--- config.mk ---
export PLATFORM = sky130hd
export DESIGN_NAME = mem_ctrl
export DESIGN_NICKNAME = d
export VERILOG_FILES = /design/src/rtl/mem_ctrl.sv
export SDC_FILE = /design/constraint.sdc
export NUM_CORES = 1
export LEC_CHECK = 0
export BUFFER_PORTS_ARGS = -buffer_cell sky130_fd_sc_hd__buf_2
export CORE_MARGIN = 10
export CORE_UTILIZATION = 54
export CTS_CLUSTER_DIAMETER = 120
export DETAILED_ROUTE_END_ITERATION = 10
export GPL_TIMING_DRIVEN = 0
export PLACE_DENSITY = 0.85
export SLEW_MARGIN = 10
export SYNTH_ARGS = -nofsm -noshare
export SYNTH_HDL_FRONTEND = slang
export SYNTH_SLANG_ARGS = --single-unit
--- constraint.sdc ---
create_clock -name clk -period 2.5 [get_ports clk]
set_input_delay 0.25 -clock clk [delete_from_list [all_inputs] [get_ports clk]]
set_output_delay 0.25 -clock clk [all_outputs]
set_load 0.01 [all_outputs]
--- src/rtl/mem_ctrl.sv ---
// Purpose: LC-3 memory port sequencer. Owns MAR/MDR, runs one SRAM or
// memory-mapped I/O access per request with WAIT_CYCLES wait states, and
// raises rdy (R) for exactly one cycle when the access completes.
// Ports:
//   clk, rst                      clock, synchronous active-high reset
//   bus_in, ld_mar, ld_mdr        processor bus and MAR/MDR load enables
//   mio_en, rw                    access request, 1 = write / 0 = read
//   rdy, mdr                      access complete, MDR contents
//   sram_*                        synchronous SRAM port (1-cycle read latency)
//   kb_valid/kb_data/kb_ready/kb_int        keyboard handshake and interrupt
//   disp_valid/disp_data/disp_ack           display handshake
//   mcr_run                       MCR[15]
module mem_ctrl #(
    parameter int unsigned WAIT_CYCLES = 2,
    parameter logic [15:0] MCR_RESET   = 16'h8000
) (
    input  logic        clk,
    input  logic        rst,
    input  logic [15:0] bus_in,
    input  logic        ld_mar,
    input  logic        ld_mdr,
    input  logic        mio_en,
    input  logic        rw,
    output logic        rdy,
    output logic [15:0] mdr,
    output logic [15:0] sram_addr,
    output logic [15:0] sram_wdata,
    output logic        sram_re,
    output logic        sram_we,
    input  logic [15:0] sram_rdata,
    input  logic        kb_valid,
    input  logic [7:0]  kb_data,
    output logic        kb_ready,
    output logic        kb_int,
    output logic        disp_valid,
    output logic [7:0]  disp_data,
    input  logic        disp_ack,
    output logic        mcr_run
);

    localparam int unsigned CW = 4;
    localparam logic [15:0] MMIO_BASE = 16'hFE00;
    localparam logic [15:0] ADDR_KBSR = 16'hFE00;
    localparam logic [15:0] ADDR_KBDR = 16'hFE02;
    localparam logic [15:0] ADDR_DSR  = 16'hFE04;
    localparam logic [15:0] ADDR_DDR  = 16'hFE06;
    localparam logic [15:0] ADDR_MCR  = 16'hFFFE;

    typedef enum logic [1:0] {S_IDLE, S_ACCESS, S_WAIT, S_DONE} state_t;

    state_t          state, state_d;
    logic [CW-1:0]   cnt, cnt_d;
    logic [15:0]     mar, acc_addr, mcr;
    logic            acc_rw;
    logic            start, rdy_d, re_d, we_d;
    logic            kbsr_rdy, kbsr_ie, kbsr_rdy_d, kbsr_ie_d;
    logic [7:0]      kbdr;
    logic            is_mmio, mmio_rd, mmio_wr, kb_clear, kb_accept;
    logic            ddr_wr, done_load;
    logic [15:0]     mmio_rdata, rd_data;

    // Next state and next values of the registered strobes.
    always_comb begin
        state_d = state;
        cnt_d   = cnt;
        start   = 1'b0;
        rdy_d   = 1'b0;
        re_d    = 1'b0;
        we_d    = 1'b0;
        case (state)
            S_IDLE: begin
                if (mio_en) begin
                    state_d = S_ACCESS;
                    start   = 1'b1;
                    cnt_d   = CW'(WAIT_CYCLES);
                    // Strobes are registered so they appear during ACCESS.
                    if (mar < MMIO_BASE) begin
                        re_d = !rw;
                        we_d = rw;
                    end
                end
            end
            S_ACCESS: begin
                if (!mio_en) begin
                    state_d = S_IDLE;
                end else if (cnt == CW'(0)) begin
                    state_d = S_DONE;
                    rdy_d   = 1'b1;
                end else begin
                    state_d = S_WAIT;
                end
            end
            S_WAIT: begin
                cnt_d = cnt - CW'(1);
                if (!mio_en) begin
                    state_d = S_IDLE;
                end else if (cnt == CW'(1)) begin
                    state_d = S_DONE;
                    rdy_d   = 1'b1;
                end
            end
            S_DONE: begin
                state_d = S_IDLE;
            end
            default: state_d = S_IDLE;
        endcase
    end

    // MMIO decode, read mux and keyboard status update; effects only in DONE.
    always_comb begin
        is_mmio = (acc_addr >= MMIO_BASE);
        mmio_rd = (state == S_DONE) && is_mmio && !acc_rw;
        mmio_wr = (state == S_DONE) && is_mmio && acc_rw;
        case (acc_addr)
            ADDR_KBSR: mmio_rdata = {kbsr_rdy, kbsr_ie, 14'b0};
            ADDR_KBDR: mmio_rdata = {8'b0, kbdr};
            ADDR_DSR:  mmio_rdata = {!disp_valid, 15'b0};
            ADDR_MCR:  mmio_rdata = mcr;
            default:   mmio_rdata = 16'h0000;
        endcase
        rd_data    = is_mmio ? mmio_rdata : sram_rdata;
        done_load  = (state == S_DONE) && !acc_rw && ld_mdr;
        ddr_wr     = mmio_wr && (acc_addr == ADDR_DDR) && !disp_valid;
        kb_clear   = mmio_rd && (acc_addr == ADDR_KBDR);
        // A KBDR read clearing the status blocks a same-cycle acceptance.
        kb_accept  = kb_valid && kb_ready && !kb_clear;
        kbsr_rdy_d = kb_clear ? 1'b0 : (kb_accept ? 1'b1 : kbsr_rdy);
        kbsr_ie_d  = (mmio_wr && (acc_addr == ADDR_KBSR)) ? mdr[14] : kbsr_ie;
    end

    // State, datapath and registered outputs.
    always_ff @(posedge clk) begin
        if (rst) begin
            state      <= S_IDLE;
            cnt        <= '0;
            mar        <= '0;
            mdr        <= '0;
            acc_addr   <= '0;
            acc_rw     <= 1'b0;
            rdy        <= 1'b0;
            sram_re    <= 1'b0;
            sram_we    <= 1'b0;
            sram_addr  <= '0;
            sram_wdata <= '0;
            kbsr_rdy   <= 1'b0;
            kbsr_ie    <= 1'b0;
            kbdr       <= '0;
            kb_ready   <= 1'b1;
            kb_int     <= 1'b0;
            disp_valid <= 1'b0;
            disp_data  <= '0;
            mcr        <= MCR_RESET;
        end else begin
            state    <= state_d;
            cnt      <= cnt_d;
            rdy      <= rdy_d;
            sram_re  <= re_d;
            sram_we  <= we_d;
            kbsr_rdy <= kbsr_rdy_d;
            kbsr_ie  <= kbsr_ie_d;
            kb_ready <= !kbsr_rdy_d;
            kb_int   <= kbsr_rdy_d && kbsr_ie_d;
            if (ld_mar) begin
                mar <= bus_in;
            end
            if (done_load) begin
                mdr <= rd_data;
            end else if (ld_mdr && !mio_en) begin
                mdr <= bus_in;
            end
            if (start) begin
                acc_addr   <= mar;
                acc_rw     <= rw;
                sram_addr  <= mar;
                sram_wdata <= mdr;
            end
            if (kb_accept) begin
                kbdr <= kb_data;
            end
            if (ddr_wr) begin
                disp_valid <= 1'b1;
                disp_data  <= mdr[7:0];
            end else if (disp_valid && disp_ack) begin
                disp_valid <= 1'b0;
            end
            if (mmio_wr && (acc_addr == ADDR_MCR)) begin
                mcr <= mdr;
            end
        end
    end

    assign mcr_run = mcr[15];

endmodule

==> impl_metrics.yaml <==
status:
  status: "finished, final reports clean"
floorplanning:
  start_util_pct: 55.06
  row_count: 34
  die-area_mm2: 0.01296
  core_mm2: 0.008636
  die_x_um: 113.8
  ios: 111
  die_y_um: 113.8
layout:
  stdcell_count: 792
  fillers: 731
  mostFrequentLayoutCell: "buf_2"
  finalInstanceArea_mm2: 0.005598
  fin_nets: 734
  area_growth_pct: 17.74
  final_cell_mix: "buf_2 (112), dfxtp_1 (111), nand2_1 (92)"
  antenna_cells: 0
  fin_util_pct: 64.82
  multiInputGateArea_mm2: 0.002320
  register_area_mm2: 0.002222
  drive_gt1_share_pct: 20.61
detailed_routing:
  drc: 0
  dr.pass1.iters: 6
  routed-via-count: 4679
  wl_um: 14610
  drt_iter0_drc: 386
  viasPerCell: 5.908
  routedWlPerCell_um: 18.45
  final_antenna_net_count: 0
synth:
  synth_top_flop_cell: "dfxtp_1"
  syn-cell-area_mm2: 0.004755
  ys_seq_area_share_pct: 46.74
  synth_area_leaders: "dfxtp_1 (47%), a21oi_1 (7.8%), nand2_1 (7.3%)"
  synth_edf_count: 0
  synth_top_area_share_pct: 46.74
  synth.avg_cell_area_um2: 8.475
  synth_fp_nets: 616
  yosysUniqueCellTypes: 44
  yosysTopAreaCell: "dfxtp_1"
  netlist_instances: 561
  async_flop_share_pct: 0
  synth_warnings: 0
  synth_seq_cells: 111
place:
  dp_hpwl_um: 11380
  place_congestion: 0.9034
  dp_cells: 776
  placed_area_mm2: 0.005425
  io_buffers: 107
  dp_slack_ns: 0.3590
setup_path:
  critPathArrivalTime_ns: 2.49
  endpoint_kind: "flop"
  required_ns: 2.76
  crit_type: "flop to flop"
  crit_path_start_kind: "flop"
  critPathMaxFanout: 10
timing:
  setup_violations: 0
  worst_pin_slew_ns: 0.6343
  timing.final.ws_setup_ns: 0.2643
  hold_viol: 0
  fin_skew_ns: 0.01153
  slew_viol_final: 0
  period_share_pct: 89.43
  hold_ws_ns: 0.06073
  relSlewSlack_pct: 57.71
  rsz0062_at_grt: "false"
  setup_tns_ns: 0
  period_minus_slack_ns: 2.236
  fmax_mhz: 447.3
clock_tree:
  cts-root-buf: "clkbuf_8"
  clk_path_buf_depth: 2
  cts_buffers: 9
  path_clk_slew_ns: 0.10
  hold_buffers: 0
  clock_latency_ns: 0.37
  cts_setup_buffers: 0
  h-tree-depth: 3
  cts.sinks: 111
  cts_tree: "done"
  cts_resized: 0
grt:
  antenna_found_initial: 0
  first_global_vias: 4548
  grt_max_degree: 19
  grt_first_pass_wirelength_um: 23170
  grt-ovfl-total: 0
  track_usage_pct: 21.73
power_and_ir_drop:
  total_power_mw: 3.260
  leakagePower_nw: 2.277
  peakVddDrop_mv: 0.3607
  p_per_area_mw_per_mm2: 582.4
min_path:
  hold_class: "input port to flop"
run:
  maxCapViolCount: 0
## cell type report
cell class / instances / share of cell area (%)
buffer: 42 / 3.263
clock inverter: 7 / 0.8717
tap: 108 / 2.414
clock buffer: 9 / 2.213
sequential: 111 / 39.70
multi-input combinational: 400 / 41.44
timing repair buffer: 107 / 9.566
inverter: 8 / 0.5364
## registers in the layout (all words and copies together) (netlist names), 2 cells and up
signal	count
cnt	4
kbdr	8
state	2
disp_data	8
acc_addr	16
mcr	16
mar	16
mdr	16
sram_wdata	16
## cell usage after synthesis (3+ instances only)
cell type / number
a21oi_1: 74
a31oi_1: 11
a32o_1: 6
and2_1: 5
buf_1: 4
buf_2: 5
clkbuf_1: 30
dfxtp_1: 111
ha_1: 7
inv_1: 8
mux2i_1: 26
nand2_1: 92
nand2b_1: 12
nand3_1: 55
nor2_1: 23
nor2b_1: 4
nor3_1: 3
nor4_4: 3
o211ai_1: 7
o21ai_0: 10
o21ai_1: 25
o221ai_1: 10
or3_1: 3
## cell families after synthesis
kind of cell | count (synthesis) | synth area share (%)
flip-flops | 111 | 46.74
AND/OR/NAND/NOR | 214 | 22.32
adder cells (fa/ha/maj) | 7 | 1.842
buffers and inverters | 50 | 4.474
AO/OA/AOI/OAI | 153 | 19.16
multiplexers | 26 | 5.474
## report_power, final
| part | switching (mW) | internal, mW |
|---|---|---|
| combinational | 0.229 | 0.144 |
| clock | 0.625 | 0.365 |
| sequential | 0.0615 | 1.84 |
| total | 0.916 | 2.34 |
## per-layer routing
layer	up-vias	routed length, um	share of wire (%)	GRT usage (%)
li1	2218	-	-	-
met1	2166	5900	40	27.23
met2	262	6832	47	34.63
met3	33	1438	9.8	4.829
met4	0	441	3.0	10.53
met5	-	0	0	0
## path summary, 6_finish.rpt
kind                  from            end  slack [ns]  cells past startpoint
max reg2reg       state[0]        mdr[14]        0.26                      6
min reg2reg  sram_wdata[0]  sram_wdata[0]        0.46                      2
min                     rw        sram_re        0.06                      2
max               state[0]        mdr[14]        0.26                      6
## worst max-delay path, cell delays in order (launching register included)
cell,delay [ns]
dfxtp_1,0.40
ha_1,0.25
nor2b_1,0.49
nand2_1,0.25
clkbuf_1,0.29
a311oi_1,0.34
a21oi_1,0.10
No activity file was read; power rests on OpenSTA's default activity.
